$ cat src/rtl/key_press_classifier.sv
`default_nettype none
// ============================================================================
// Module   : key_press_classifier
// Purpose  : Turns debounced key events into short / long / double-click pulses.
// Revision : 1.0 - initial release
// ============================================================================
module key_press_classifier #(
    parameter int LONG_CNT = 50_000_000,
    parameter int DBL_GAP  = 12_500_000,
    parameter int CNT_W    = 26
) (
    input  logic Clk,
    input  logic Rst,
    input  logic key_flag,
    input  logic key_state,
    output logic short_press,
    output logic long_press,
    output logic double_click,
    output logic busy
);

    typedef enum logic [2:0] {
        IDLE      = 3'd0,
        PRESS1    = 3'd1,
        LONG_HOLD = 3'd2,
        WAIT_GAP  = 3'd3,
        PRESS2    = 3'd4
    } state_t;

    localparam logic [CNT_W-1:0] LONG_TC = CNT_W'(LONG_CNT - 1);
    localparam logic [CNT_W-1:0] DBL_TC  = CNT_W'(DBL_GAP - 1);

    state_t            state_q, state_d;
    logic [CNT_W-1:0]  cnt_q, cnt_d;
    logic              short_q, short_d;
    logic              long_q, long_d;
    logic              dbl_q, dbl_d;
    logic              busy_q, busy_d;

    logic press_ev;
    logic rel_ev;

    assign press_ev = key_flag & ~key_state;
    assign rel_ev   = key_flag &  key_state;

    // Release beats the long-press terminal count, press beats gap expiry.
    always_comb begin
        state_d = state_q;
        short_d = 1'b0;
        long_d  = 1'b0;
        dbl_d   = 1'b0;
        case (state_q)
            IDLE: begin
                if (press_ev) state_d = PRESS1;
            end
            PRESS1: begin
                if (rel_ev) begin
                    state_d = WAIT_GAP;
                end else if (cnt_q == LONG_TC) begin
                    state_d = LONG_HOLD;
                    long_d  = 1'b1;
                end
            end
            LONG_HOLD: begin
                if (rel_ev) state_d = IDLE;
            end
            WAIT_GAP: begin
                if (press_ev) begin
                    state_d = PRESS2;
                end else if (cnt_q == DBL_TC) begin
                    state_d = IDLE;
                    short_d = 1'b1;
                end
            end
            PRESS2: begin
                if (rel_ev) begin
                    state_d = IDLE;
                    dbl_d   = 1'b1;
                end
            end
            default: state_d = IDLE;
        endcase
    end

    always_comb begin
        cnt_d = '0;
        if ((state_d == state_q) && ((state_q == PRESS1) || (state_q == WAIT_GAP))) begin
            cnt_d = cnt_q + 1'b1;
        end
        busy_d = (state_d != IDLE);
    end

    always_ff @(posedge Clk) begin
        if (Rst) begin
            state_q <= IDLE;
            cnt_q   <= '0;
            short_q <= 1'b0;
            long_q  <= 1'b0;
            dbl_q   <= 1'b0;
            busy_q  <= 1'b0;
        end else begin
            state_q <= state_d;
            cnt_q   <= cnt_d;
            short_q <= short_d;
            long_q  <= long_d;
            dbl_q   <= dbl_d;
            busy_q  <= busy_d;
        end
    end

    assign short_press  = short_q;
    assign long_press   = long_q;
    assign double_click = dbl_q;
    assign busy         = busy_q;

endmodule
`default_nettype wire

$ cat config.mk
export PLATFORM = sky130hd
export DESIGN_NAME = key_press_classifier
export DESIGN_NICKNAME = d
export VERILOG_FILES = /design/src/rtl/key_press_classifier.sv
export SDC_FILE = /design/constraint.sdc
export NUM_CORES = 1
export LEC_CHECK = 0
export ABC_AREA = 1
export BUFFER_PORTS_ARGS = -buffer_cell sky130_fd_sc_hd__clkbuf_2
export CORE_ASPECT_RATIO = 0.9
export CORE_MARGIN = 1.5
export CORE_UTILIZATION = 60
export CTS_BUF_LIST = sky130_fd_sc_hd__clkbuf_2 sky130_fd_sc_hd__clkbuf_4 sky130_fd_sc_hd__clkbuf_8
export DETAILED_ROUTE_END_ITERATION = 16
export MAX_ROUTING_LAYER = met4
export PLACE_DENSITY = 0.88
export SYNTH_ARGS = -nofsm -noshare
export SYNTH_HDL_FRONTEND = slang
export SYNTH_SLANG_ARGS = --single-unit
$ cat constraint.sdc
create_clock -name Clk -period 1.96 [get_ports Clk]
set_input_delay 0.392 -clock Clk [delete_from_list [all_inputs] [get_ports Clk]]
set_output_delay 0.392 -clock Clk [all_outputs]
set_load 0.01 [all_outputs]
==> impl_results.md, run 1 <==
* Outcome: completed
* Fmax at 552 MHz
* Critical Path Max Stage Delay at 0.34 ns
* Vert. Die Dim at 54.3 um
* CP Capture Type: flop
* Commonest cells after routing, fill and taps aside: nand2_1, nor2_1, inv_1
* Power per cell area at 574 mW/mm2
* Required time of the critical path at 2.19 ns
* Clk buf depth at 2
* Final worst path period share at 92.4%
* Synthesized flop and latch total at 33
* CP arrival at 2.04 ns
* Fin. Hold Viols at 0
* Compound-Gate Fraction of Synth Area at 1.14%
* Ant diodes at 0
* Largest family of logic cells by synthesized area: simple AND/OR/NAND/NOR gates
* Ys Warns at 0
* Commonest non-fill, non-tap cell in the layout: nand2_1
* Largest net degree at the start of global routing at 27
* CTS Hold Bufs at 0
* Max-Cap Viols at 0
* Worst Hold Class: in2reg
* Cells after Synth at 254
* Post-synthesis cell type count at 23
* Die width at 60.0 um
* Post-Synth Adder-Cell Area at 0.713%
* Final WL at 3960 um
* PortBufs at 7
* Worst-path maximum fanout at 7
* Core Region at 0.00277 mm2
* ANT nets after route at 0
* Vias at 1640
* Pwr Total at between 0.001 and 0.0015 W
* Grt total ovfl at 0
* Die area at approximately 0.0033 mm2
* GR Util All Layers at approximately 25%
* Mapped Nets at 259
* Cts bufs inserted at 5
* Simple-gate area share of the yosys netlist at 38.2%
* Xor/xnor cell area share of the yosys netlist at 12.0%
* Wire per inst at 12.8 um
* Worst rel slew slack at 78.9%
* Gpl congestion at approximately 1
* Worst-path clk slew at 0.09 ns
* Mapped cell area at 0.00175 mm2
* Post-synthesis sequential area ratio at 37.7%
* TritonCTS clock tree: done
* Area growth syn-to-layout at 12.1%
* CP top delay family: simple AND/OR/NAND/NOR gates
* Pins Over Slew Limit at 0
* Worst-Skew Late Latency at approximately 0.33 ns
* Maximum vdd ir drop at 0.000460 V
* CTS sink count at 33
* Initial antenna violation count at 0
* Residual DRC at 0
* Drt pass-1 iters at 5
* I/O pin cnt at 8
* First-pass GRT wire length at between 5000 and 6000 um
* Drt initial violations at 112
* Clock period minus worst slack at around 1.8 ns
* Non-filler instance count after layout at 310
* Detailed Place HPWL at 2640 um
* Htree depth at 2
* Post-Syn Area per Cell at 6.91 um2
* Fill cell count at roughly 240
* Utilization after layout at a little under three quarters
* # setup viols final at 0
* Root Driver: clkbuf_4
* Worst Setup Path Type: reg2reg
* Placement Rows at 18
* Initial Util at 63.3%
* Nets at 275
* Lkg Pwr at a little over 0.7 nW
* Crit-path slowest cell: dfxtp_2
* Buf/Inv on CP at 1
* Layout Skew at 0.00916 ns
* Vias per cell at 5.29
* Dpl cells at 300
* Post-synthesis mux area share at 0%
* Fraction of layout cells with a size suffix above 1 at 16.3%
* CP cell instances: ha_2 -> nand2_1 -> nor2_4 -> nand2_1 -> nor2_2 -> nand3_1 -> nand2_1 -> inv_1 -> nor2_4 -> nor2_4 -> nand2_4 -> nor2_1
* Slew of the pin with the lowest slew margin at 0.316 ns
* Number of global-route vias before repair at 1319
* Crit path launch type: flop
[timing repair]
item	4_1_cts	5_1_grt
gates resized for setup	0	15
setup endpoints to repair	0	26
buffers inserted	0	1
[routing by layer]
metal,global-route usage (%),wire [um]
met5,-,0
met2,34.8,1800
met1,33.6,1680
met4,10.4,91
met3,7.80,394
[state kept, by name, indices dropped and copies added, names as in the netlist]
| name | cells |
|---|---|
| long_press | 1 |
| state_q | 3 |
| cnt_q | 26 |
| busy | 1 |
| double_click | 1 |
| short_press | 1 |
[power breakdown]
group	switching [W]	total [W]	internal (W)
clock	0.000211	0.000394	0.000183
combinational	0.0000399	0.0000565	0.0000167
sequential	0.00000238	0.000677	0.000675
[Yosys cell counts]
cell      number  area [um2]
a21oi_1        1        5.00
buf_12         1        20.0
buf_6          1        11.3
dfxtp_1       33         661
ha_1           1        12.5
inv_1         39         146
inv_2          1        3.75
nand2_1       55         206
nand2_2        1        6.26
nand2_4        1        11.3
nand3_1       12        60.1
nand3_2        1        10.0
nand4_1        6        37.5
nor2_1        52         195
nor2_2        12        75.1
nor2_4         1        11.3
nor3_1         8        40.0
nor3_2         1        10.0
nor4_1         1        6.26
o21bai_1       1        7.51
o31ai_1        1        7.51
xnor2_1        9        78.8
xor2_1        15         131
[per-stage QoR]
| stage | instance area (um2) | setup WS (ns) | hold slack [ns] | setup TNS [ns] |
|---|---|---|---|---|
| floorplan | 1750 | 0.291 | 0.417 | 0 |
| global placement | 1820 | 0.111 | 0.431 | 0 |
| detailed placement | 1820 | 0.0552 | 0.445 | 0 |
| CTS | 1870 | 0.0445 | 0.290 | 0 |
| global route | 1970 | -0.0105 | 0.275 | -0.0739 |
| finish | 1970 | 0.149 | 0.302 | 0 |
[path summary, 6_finish.rpt]
kind,startpoint,to,slack [ns],cells past startpoint
setup / recovery,cnt_q[0],cnt_q[17],0.15,12
setup reg to reg,cnt_q[0],cnt_q[17],0.15,12
hold reg to reg,cnt_q[0],cnt_q[0],0.42,1
hold / removal,Rst,state_q[0],0.30,2
[cell families (layout without fill, tap and decap cells)]
logic type / Yosys count / after routing
and+or+nand+nor: 151 / 153
adders and majority gates: 1 / 1
DFF: 33 / 33
AOI/OAI and AO/OA: 3 / 3
buffers and inverters: 42 / 56
xor gates and xnor gates: 24 / 24
[cell type report]
class | instances | area (um2) | area share [%]
multi-input cells | 181 | 995 | 50.6
flip-flops and latches | 33 | 662 | 33.7
inverters | 40 | 150 | 7.64
clock buffers | 7 | 58.8 | 2.99
repair buffers | 9 | 50.0 | 2.55
well taps | 40 | 50.0 | 2.55
No activity file was read; power rests on OpenSTA's default activity.
==> run 2: changes to the inputs <==
- ABC_AREA: 1 -> 0
- CTS_CLUSTER_SIZE: default -> 8
==> impl_results.md, run 2 <==
* Outcome: completed (unchanged)
* Top cells by count, synth: dfxtp_1, a21oi_1, xnor2_1 (was nand2_1, nor2_1, inv_1)
* Cells after Synth at 195 (was 254)
* Htree depth at 2 (unchanged)
* CP Capture Type: flop (unchanged)
* Crit path launch type: flop (unchanged)
* R2R cell count at 5 (was 12)
* Synth area leader: dfxtp_1 (unchanged)
* Post-synthesis cell type count at 44 (was 23)
* Ant diodes at 0 (unchanged)
* Largest register FFs at 26 (unchanged)
* Multi-input combinational cell area at 988 um2 (was 995 um2)
* Setup slack, reg-to-reg at 0.04 ns (was 0.15 ns)
* Met2 Usage GRT at 45.2% (was 34.8%)
* Mapped Nets at 200 (was 259)
* # setup viols final at 0 (unchanged)
* Biggest regs: cnt_q: 26 flops, state_q: 3 flops (unchanged)
* Crit-path slowest cell: or4_4 (was dfxtp_2)
* CP cell instances: buf_4 -> nand4_1 -> or4_4 -> or4_4 -> a22oi_2 (was ha_2 -> nand2_1 -> nor2_4 -> nand2_1 -> nor2_2 -> nand3_1 -> nand2_1 -> inv_1 -> nor2_4 -> nor2_4 -> nand2_4 -> nor2_1)
* CTS Hold Bufs at 0 (unchanged)
* Ys Warns at 0 (unchanged)
* Non-filler instance count after layout at 259 (was 310)
* Root Driver: clkbuf_4 (unchanged)
* Required time of the critical path at 2.22 ns (was 2.19 ns)
* Worst-Skew Late Latency at 0.34 ns (was 0.33 ns)
* ANT nets after route at 0 (unchanged)
* Worst rel slew slack at 76.0% (was 78.9%)
* Top reg by flops: cnt_q (unchanged)
* Vert. Die Dim at 53.5 um (was 54.3 um)
* Worst-path clk slew at 0.10 ns (was 0.09 ns)
* Buf/Inv on CP at 1 (unchanged)
* Power per cell area at 588 mW/mm2 (was 574 mW/mm2)
* Max-Cap Viols at 0 (unchanged)
* GRT met3 Usage at 6.85% (was 7.80%)
* CTS sink count at 33 (unchanged)
* Area growth syn-to-layout at 17.5% (was 12.1%)
* Hold_sp: Rst (unchanged)
* Mapped cell area at 0.00170 mm2 (was 0.00175 mm2)
* PortBufs at 7 (unchanged)
* Worst Setup Path Type: reg2reg (unchanged)
* Hold slack at 0.296 ns (was 0.302 ns)
* Initial antenna violation count at 0 (unchanged)
* CP top delay family: simple AND/OR/NAND/NOR gates (unchanged)
* TritonCTS clock tree: done (unchanged)
* Commonest non-fill, non-tap cell in the layout: dfxtp_1 (was nand2_1)
* Worst Hold Class: in2reg (unchanged)
* Cell Int Power at 0.000900 W (was 0.000875 W)
* Fraction of registers with async set/reset at 0% (unchanged)
* Synthesized flop and latch total at 33 (unchanged)
* Worst R2R Start: cnt_q[0] (unchanged)
* Post-synth EDFFs at 0 (unchanged)
* Top FF cell, synth: dfxtp_1 (unchanged)
* Clock power share at 34.2% (was 35.0%)
* Post-Syn Area per Cell at 8.73 um2 (was 6.91 um2)
* First-pass GRT wire length at 6250 um (was 5670 um)
* Final WL at 3990 um (was 3960 um)
* Pins Over Slew Limit at 0 (unchanged)
* Drt pass-1 iters at 4 (was 5)
* Placement Rows at 18 (unchanged)
* Gpl congestion at 0.940 (was 0.979)
* Lkg Pwr at 0.613 nW (was 0.705 nW)
* CP arrival at 2.17 ns (was 2.04 ns)
* Clock period minus worst slack at 1.92 ns (was 1.81 ns)
* Largest net degree at the start of global routing at 27 (unchanged)
* Fraction of layout cells with a size suffix above 1 at 24.7% (was 16.3%)
* FF+latch area at 667 um2 (was 662 um2)
* Layout Skew at 0.0112 ns (was 0.00916 ns)
* Synth area leaders: dfxtp_1, xnor2_1, a21oi_1, a22oi_1, nand3_1 (was dfxtp_1, nand2_1, nor2_1, inv_1, xor2_1)
* Worst-path maximum fanout at 5 (was 7)
* Sw Share at 23.4% (was 22.5%)
* Residual DRC at 0 (unchanged)
* Post-synthesis sequential area ratio at 38.8% (was 37.7%)
* Drt initial violations at 119 (was 112)
* Die area at 0.00316 mm2 (was 0.00326 mm2)
* Count leader, synth: dfxtp_1 (was nand2_1)
* Seq pwr share at 58.5% (was 60.0%)
* Commonest cells after routing, fill and taps aside: dfxtp_1, buf_4, a21oi_1 (was nand2_1, nor2_1, inv_1)
* Maximum vdd ir drop at 0.000370 V (was 0.000460 V)
* CP dominant cell by count: or4_4
* Vias at 1608 (was 1640)
* Detailed Place HPWL at 2800 um (was 2640 um)
* I/O pin cnt at 8 (unchanged)
* Setup TNS at 0 ns (unchanged)
* Fill cell count at 200 (was 236)
* Fmax at 521 MHz (was 552 MHz)
* Sw Pwr at 0.000275 W (was 0.000254 W)
* Hold endpoint: state_q[2] (was state_q[0])
* Clk buf depth at 2 (unchanged)
* Nets at 224 (was 275)
* Final worst path period share at 97.9% (was 92.4%)
* Gr busiest metal: met2 (unchanged)
* RR Endpoint: cnt_q[25] (was cnt_q[17])
* Logic pwr share at 7.3% (was 5.0%)
* Vias per cell at 6.21 (was 5.29)
* Grt total ovfl at 0 (unchanged)
* Number of global-route vias before repair at 1390 (was 1319)
* Dpl cells at 250 (was 300)
* Routing usage on met1 at 32.5% (was 33.6%)
* Slew of the pin with the lowest slew margin at 0.359 ns (was 0.316 ns)
* Critical Path Max Stage Delay at 0.54 ns (was 0.34 ns)
* Wire per inst at 15.4 um (was 12.8 um)
* Fin. Hold Viols at 0 (unchanged)
* Die width at 59.1 um (was 60.0 um)
* Top-area cell type share of the netlist area at 38.8% (was 37.7%)
* Hold Crit Depth at 2 (unchanged)
* GR Util All Layers at 27.3% (was 25.1%)
* Utilization after layout at 73.4% (was 71.0%)
* Core Region at 0.00273 mm2 (was 0.00277 mm2)
* Initial Util at 62.4% (was 63.3%)
* Cts bufs inserted at 5 (unchanged)
[run 2: power groups by stage]
stage / Combinational (W) / Clock [W] / Sequential (W)
2_1_floorplan: 0.0000602 / 0 / 0.000700
3_3_place_gp: 0.0000794 / 0 / 0.000701
3_5_place_dp: 0.0000825 / 0 / 0.000703
4_1_cts: 0.0000828 / 0.000406 / 0.000688
5_1_grt: 0.0000956 / 0.000449 / 0.000689
6_report: 0.0000862 / 0.000402 / 0.000688
[run 2: kinds of logic after synthesis]
group | share of synthesized area [%]
simple gates | 29.5
compound gates | 17.4
flops | 38.8
buf+inv | 5.37
xor+xnor | 8.24
fa+ha+maj | 0.735
[run 2: through the flow]
step                      cell area (um2)  setup WS (ns)  power (W)
after detailed placement             1900        -0.0846   0.000786
after global routing                 2000        -0.0202    0.00123
after floorplan                      1720         0.0213   0.000760
after global placement               1900         0.0280   0.000781
after CTS                            1970         0.0120    0.00118
final                                2000         0.0420    0.00118
[run 2: area by class of cell]
cell class / count / area share [%]
Inverter: 5 / 0.939
Clock buffer: 7 / 2.94
Multi-Input combinational cell: 145 / 49.4
Timing Repair Buffer: 29 / 10.8
Sequential cell: 33 / 33.4
Tap cell: 40 / 2.50
[run 2: repair_timing]
action	in CTS	in global routing
hold endpoints to repair	0	0
cloned	0	1
pin swaps	0	2
buffers inserted	0	1
setup endpoints to repair	9	9
resized for setup	3	7
[run 2: how the worst max path moves through the flow]
stage	startpoint	to	slack, ns	cells past startpoint
2_1_floorplan	cnt_q[11]	cnt_q[23]	0.02	6
3_3_place_gp	cnt_q[10]	cnt_q[25]	0.03	4
3_5_place_dp	cnt_q[10]	cnt_q[25]	-0.08	4
4_1_cts	cnt_q[10]	cnt_q[25]	0.01	4
5_1_grt	state_q[1]	cnt_q[1]	-0.02	5
6_report	cnt_q[0]	cnt_q[25]	0.04	5
[run 2: routing by layer]
metal | routed length, um | vias to the layer above
li1 | - | 784
met3 | 212 | 7
met2 | 2010 | 51
met4 | 57 | 0
met1 | 1710 | 766
met5 | 0 | -
